$ cat src/rtl/mem_io_decode_stretch.sv
// Address decode, sideways bank select and 1 MHz bus cycle stretcher.
// Slow peripherals hold the CPU until one full 1 MHz access completes.
module mem_io_decode_stretch #(
  parameter int          ROMSEL_W   = 4,
  parameter logic [15:0] SWRAM_MASK = 16'h00F0,
  parameter bit          STRETCH_EN = 1'b1
) (
  input  logic                clock,
  input  logic                reset_n,
  input  logic [15:0]         cpu_a,
  input  logic                cpu_rnw,
  input  logic [7:0]          cpu_din,
  input  logic                cpu_clken,
  input  logic                mhz1_clken,
  output logic                cpu_ce_out,
  output logic [ROMSEL_W-1:0] romsel,
  output logic                ram_enable,
  output logic                rom_enable,
  output logic                mos_enable,
  output logic                swram_we,
  output logic                io_fred,
  output logic                io_jim,
  output logic                io_sheila,
  output logic [10:0]         dev_sel,
  output logic                periph_ce,
  output logic                stall
);

  typedef enum logic [1:0] {
    IDLE,
    SYNC,
    ACCESS,
    DONE
  } state_t;

  state_t state;
  state_t state_nxt;

  logic [7:0] page;
  logic [7:0] off;
  logic       slow_acc;
  logic       ce;
  logic       pce;
  logic       stl;
  logic [7:0] rs_ext;
  logic       bank_is_ram;
  logic       unused_bits;

  assign page = cpu_a[15:8];
  assign off  = cpu_a[7:0];

  assign ram_enable = ~cpu_a[15];
  assign rom_enable = (cpu_a[15:14] == 2'b10);
  assign io_fred    = (page == 8'hFC);
  assign io_jim     = (page == 8'hFD);
  assign io_sheila  = (page == 8'hFE);
  assign mos_enable = (cpu_a[15:14] == 2'b11)
                    & ~(io_fred | io_jim | io_sheila);

  always_comb begin
    dev_sel = '0;
    if (io_sheila) begin
      unique case (1'b1)
        off[7:3] == 5'h00: dev_sel[0]  = 1'b1;
        off[7:3] == 5'h01: dev_sel[1]  = 1'b1;
        off[7:4] == 4'h1:  dev_sel[2]  = 1'b1;
        off[7:4] == 4'h2:  dev_sel[3]  = 1'b1;
        off[7:4] == 4'h3:  dev_sel[4]  = 1'b1;
        off[7:5] == 3'h2:  dev_sel[5]  = 1'b1;
        off[7:5] == 3'h3:  dev_sel[6]  = 1'b1;
        off[7:5] == 3'h4:  dev_sel[7]  = 1'b1;
        off[7:5] == 3'h5:  dev_sel[8]  = 1'b1;
        off[7:5] == 3'h6:  dev_sel[9]  = 1'b1;
        off[7:5] == 3'h7:  dev_sel[10] = 1'b1;
        default: ;
      endcase
    end
  end

  // Devices clocked from the 1 MHz bus; ROMSEL and VIDPROC run at CPU speed
  assign slow_acc = io_fred | io_jim
                  | dev_sel[0] | dev_sel[1] | dev_sel[2]
                  | dev_sel[5] | dev_sel[6] | dev_sel[9];

  always_ff @(posedge clock or negedge reset_n) begin
    if (!reset_n) begin
      state <= IDLE;
    end else begin
      state <= state_nxt;
    end
  end

  always_comb begin
    state_nxt = state;
    ce        = cpu_clken;
    pce       = 1'b0;
    stl       = 1'b0;
    unique case (state)
      IDLE: begin
        if (STRETCH_EN && cpu_clken && slow_acc) begin
          ce        = 1'b0;
          stl       = 1'b1;
          state_nxt = SYNC;
        end
      end
      SYNC: begin
        ce  = 1'b0;
        stl = 1'b1;
        if (mhz1_clken) state_nxt = ACCESS;
      end
      ACCESS: begin
        ce  = 1'b0;
        stl = 1'b1;
        if (mhz1_clken) begin
          pce       = 1'b1;
          state_nxt = DONE;
        end
      end
      DONE: begin
        stl = 1'b1;
        if (cpu_clken) state_nxt = IDLE;
      end
      default: state_nxt = IDLE;
    endcase
  end

  assign cpu_ce_out = reset_n & ce;
  assign periph_ce  = reset_n & pce;
  assign stall      = reset_n & stl;

  always_ff @(posedge clock or negedge reset_n) begin
    if (!reset_n) begin
      romsel <= '0;
    end else if (cpu_ce_out & dev_sel[4] & ~cpu_rnw) begin
      romsel <= cpu_din[ROMSEL_W-1:0];
    end
  end

  // Banks beyond the 16-entry mask are always ROM
  always_comb begin
    rs_ext                 = '0;
    rs_ext[ROMSEL_W-1:0]   = romsel;
    bank_is_ram            = 1'b0;
    if (rs_ext < 8'd16) bank_is_ram = SWRAM_MASK[rs_ext[3:0]];
  end

  assign swram_we = rom_enable & ~cpu_rnw & bank_is_ram;

  assign unused_bits = ^{cpu_a[2:0], cpu_din};

endmodule

$ cat config.mk
export PLATFORM = sky130hd
export DESIGN_NAME = mem_io_decode_stretch
export DESIGN_NICKNAME = d
export VERILOG_FILES = /design/src/rtl/mem_io_decode_stretch.sv
export SDC_FILE = /design/constraint.sdc
export NUM_CORES = 1
export LEC_CHECK = 0
export CAP_MARGIN = 20
export CELL_PAD_IN_SITES_DETAIL_PLACEMENT = 0
export CELL_PAD_IN_SITES_GLOBAL_PLACEMENT = 1
export CORE_ASPECT_RATIO = 2
export CORE_MARGIN = 2
export CORE_UTILIZATION = 19
export CTS_CLUSTER_SIZE = 40
export DETAILED_ROUTE_END_ITERATION = 10
export HOLD_SLACK_MARGIN = 0.15
export PLACE_DENSITY = 0.85
export SYNTH_ARGS = -nofsm -noshare
export SYNTH_HDL_FRONTEND = slang
export SYNTH_SLANG_ARGS = --single-unit
$ cat constraint.sdc
create_clock -name clock -period 1.9 [get_ports clock]
set_input_delay 0.38 -clock clock [delete_from_list [all_inputs] [get_ports clock]]
set_output_delay 0.38 -clock clock [all_outputs]
set_load 0.05 [all_outputs]
==> Word level (Yosys, flattened, before mapping) <==
Memories as Yosys holds them, arrays and structs flattened.
Cells that the tools add are included.
{ "op_classes": {"magnitude_cmp": 1, "eq_ne": 22, "mux": 24, "bitwise_logic": 19, "reduce_logical": 6} }
{ "op_table": {"columns": ["cell", "n"], "rows": [
  ["$eq A8 B8 Y1 const B", 3],
  ["$mux W1", 16],
  ["$eq A3 B3 Y1 const B", 4],
  ["$mux W11", 1],
  ["$and A1 B1 Y1", 8],
  ["$eq A2 B2 Y1 const B", 4],
  ["$eq A4 B2 Y1 const B", 2],
  ["$mux W2", 4],
  ["$ne A2 B2 Y1 const B", 4],
  ["$or A1 B1 Y1", 8],
  ["$pmux W2 S4", 1],
  ["$eq A3 B2 Y1 const B", 2],
  ["$eq A5 B1 Y1 const B", 1],
  ["$logic_not A5 Y1", 1],
  ["$lt A4 B5 Y1 const B", 1],
  ["$eq A4 B1 Y1 const B", 1],
  ["$pmux W1 S2", 2],
  ["$reduce_and A4 Y1", 1],
  ["$not A1 Y1", 3],
  ["$reduce_or A3 Y1", 1],
  ["$eq A2 B1 Y1 const B", 1],
  ["$logic_not A2 Y1", 1],
  ["$reduce_or A2 Y1", 1],
  ["$logic_and A1 B1 Y1", 1]
]} }
{ "word_totals": {"ff_bits": 6, "romBits": 16, "output_inout_bits": 25, "word_cells": 75, "mem_count": 1} }
{ "mem_list": {"columns": ["memory", "words", "word_bits", "rd", "rd_ports_with_merged_regs", "wr", "line", "text"], "rows": [
  ["(no name shown)", 16, 1, 1, 0, 0, "144", "if (rs_ext < 8'd16) bank_is_ram = SWRAM_MASK[rs_ext[3:0]];"]
]} }

==> Logic depth before layout (Yosys ltp) <==
{ "logic_depth": {"ltp_word": 15, "ltp_mapped": 6, "mapped_depth_nobuf": 6} }

==> Least setup slack after synthesis <==
No wires, ideal clock.
{ "synth_timing": {"path_kind": "input to output", "from": "input port cpu_a[13]", "to": "output port dev_sel[7]", "arrival_time_ns": 3.067, "required_ns": 1.520, "path_slack_ns": -1.547, "stages": 4, "n_path_buf": 0, "cell_sequence": "nand4_2 -> nor3_1 -> nand2_1 -> nor3_1"} }
{ "synth_via": {"elab_chain_len": 2} }
{ "synth_rtl": {"columns": ["item", "line", "text"], "rows": [
  ["start: declaration", "10", "input logic [15:0] cpu_a,"],
  ["$eq A8 B8 Y1", "56", "assign io_sheila = (page == 8'hFE);"],
  ["via io_sheila", "23", "output logic io_sheila,"],
  ["$mux W11", "62", "if (io_sheila) begin"],
  ["end: declaration", "24", "output logic [10:0] dev_sel,"]
]} }
The timed path passes the listed nets, and every way through them passes these cells.

==> Worst setup path after layout <==
{ "layout_timing": {"from": "input port cpu_a[8]", "to": "output port dev_sel[1]"} }
{ "layout_via": {"elab_chain_len": 2} }
{ "layout_rtl": {"columns": ["item", "line"], "rows": [
  ["$eq A8 B8 Y1", "56"],
  ["$mux W11", "62"]
]} }
Every way passes these cells.

==> reports/results.tsv <==
metric	value	unit
maxcap violations	0	
IO Pins	54	
die area	4010	µm²
end of the critical path	dev_sel[1]	
hold buffers post-CTS	0	
ys flop type	dfrtp_1	
port bufs	46	
Post-synth EDFFs	0	
worst reg-to-reg path cell count	6	
first-pass GRT wire length	4260	µm
pwr dens	608	nW/µm²
largest net degree at the start of global routing	9	
Global Route Usage Sum	13.9	%
setup TNS	-1.57	ns
crit share post-route	111	%
peak supply drop	0.635	mV
Die Y	87.6	µm
layout cells sized above 1	62.6	%
antenna violations before repair	0	
Post-Syn Nets	115	
Hold Crit Class	in2async	
Critical Path RT	1.52	ns
Final Max Slew Viols	0	
Int Power	665	µW
vias in the first global route	1034	
H-tree Lvls	1	
reg2reg setup slack	0.06	ns
Synth cell types	34	
Fillers	290	
Register Area	150	µm²
Initial Utilization	19.7	%
clk slew on worst S/H paths	0.03	ns
Pwr Total	1120	µW
Synth Warn #	0	
max_slew headroom	64.6	%
Hold Slack	0.476	ns
Total Nets Final	200	
sequential power share	15.8	%
asr flop ratio synth	100	%
syn_area_per_cell	8.30	µm²
Worst-Margin Slew	0.529	ns
Post-DRT Antenna Nets	0	
Inserted Clock Buffers	3	
core area	3380	µm²
failing checks	negative setup slack	
post-DP HPWL	2220	µm
GRT overflow	0	
Leak Pwr	0.000827	µW
# diodes	0	
GPL Wtd Cong	0.806	
Reg-to-Reg Start	state[1]	
Net Sw Frac	40.5	%
Root Buffer Master	clkbuf_8	
Post-DP Area	1680	µm²
Comb power frac	67.3	%
Vias	951	
Clock Skews	0.000141	ns
setup violators final	11	
sequential element share of the synthesized area	22.6	%
Setup crit start	cpu_a[8]	
worst r2r dst	romsel[0]	
Multi-input gate area	696	µm²
CTS tree	yes	
crit end category	output pin	
clock share of power	16.9	%
RSZ-0062 raised after global routing	true	
FP Rows	30	
startpoint types	primary input	
first drt pass iteration count	4	
clock latency on the worst-skew pair	0.22	ns
routed len/inst	13.8	µm
DRC	0	
WP data arrival	1.72	ns
Max FO, Critical Path	8	
Hold Fails Final Rpt	0	
Cell Area, Synth	664	µm²
CTS Sinks	6	
drt total wl	2700	µm
DR vias/cell	4.88	
clk buf depth	2	
kind of critical path	in2out	
Mapped Cells	80	
fin area	1840	µm²
minimum clock period	2.10	ns
DIE WIDTH	45.8	µm
FF+latch count, synth	6	
run status	finished, violations left	
initial DRC count	8	
Net Switching	453	µW
Area Overhead vs Synth	177	%
PnR worst setup slack	-0.203	ns
fmax	475	MHz
[state kept, by name (all words and copies together) (netlist names)]
signal,flops
romsel,4
state,2
[worst max-delay path, stage by stage]
cell	delay [ns]
buf_6	0.09
nand2b_4	0.13
or4_4	0.61
and4bb_4	0.37
buf_12	0.14
[kinds of logic after synthesis]
kind of cell	after synthesis	synth area share [%]
muxes	4	6.78
buffers and inverters	7	5.08
DFF	6	22.6
and+or+nand+nor	42	34.1
adders and majority gates	6	11.3
AOI/OAI and AO/OA	15	20.2
[worst min path at each step]
stage,end,slack (ns),cells past startpoint
3_3_place_gp,romsel[1],0.47,1
3_5_place_dp,romsel[1],0.48,1
5_1_grt,romsel[1],0.48,2
2_1_floorplan,romsel[0],0.08,0
6_report,romsel[0],0.48,2
4_1_cts,romsel[1],0.48,2
[repair_timing]
action | 4_1_cts | 5_1_grt
setup buffers | 8 | 2
pin swaps | 13 | 4
endpoints found under the setup margin | 22 | 14
gates resized for setup | 56 | 7
cloned | 0 | 0
[cell type report]
class / count / share of cell area, %
clock buffers: 3 / 2.24
flip-flops and latches: 6 / 8.16
well taps: 32 / 2.18
multi-input cells: 67 / 37.8
repair buffers: 81 / 48.4
inverters: 6 / 1.22
[through the flow]
step	setup slack [ns]	utilization (%)	std cells
floorplan	-0.373	-	80
detailed placement	-0.695	49.9	184
global placement	-0.641	49.9	184
global route	-0.249	54.5	195
CTS	-0.189	53.3	193
finish	-0.203	54.5	195
[synth_stat cells (all sizes together) (2+ instances only)]
library cell   n  area (µm²)
a211oi         2        15.0
a21oi          2        10.0
and3           3        18.8
dfrtp          6         150
ha             6        75.1
inv            6        22.5
mux2           4        45.0
nand2          7        28.8
nand2b         3        18.8
nor2          15        56.3
nor3           4        20.0
[power groups by stage]
stage          clock [µW]  combinational, µW  sequential [µW]
2_1_floorplan           0                374              182
3_3_place_gp            0                666              175
3_5_place_dp            0                696              177
4_1_cts               197                746              176
5_1_grt               201                814              180
6_report              189                753              177
[placed cells by master, fill, tap and decap left out, types with 5 or more instances in the layout]
| cell type | synthesis | final |
|---|---|---|
| buf_4 | 0 | 32 |
| buf_12 | 0 | 20 |
| clkdlybuf4s50_1 | 0 | 14 |
| buf_2 | 0 | 8 |
| nor2_4 | 0 | 7 |
| nor2_1 | 15 | 7 |
| dfrtp_1 | 6 | 6 |
| nand2_1 | 6 | 5 |
| buf_6 | 1 | 5 |
[metal layers]
metal	track usage, %	wire [µm]	part of all wire [%]	up-vias
met5	0	0	0	-
met4	3.90	38	1.4	0
met3	1.24	153	5.7	6
met2	30.5	1720	64	44
met1	11.4	788	29	444
li1	-	-	-	457
Note: power is estimated with default switching activity, not from simulation.
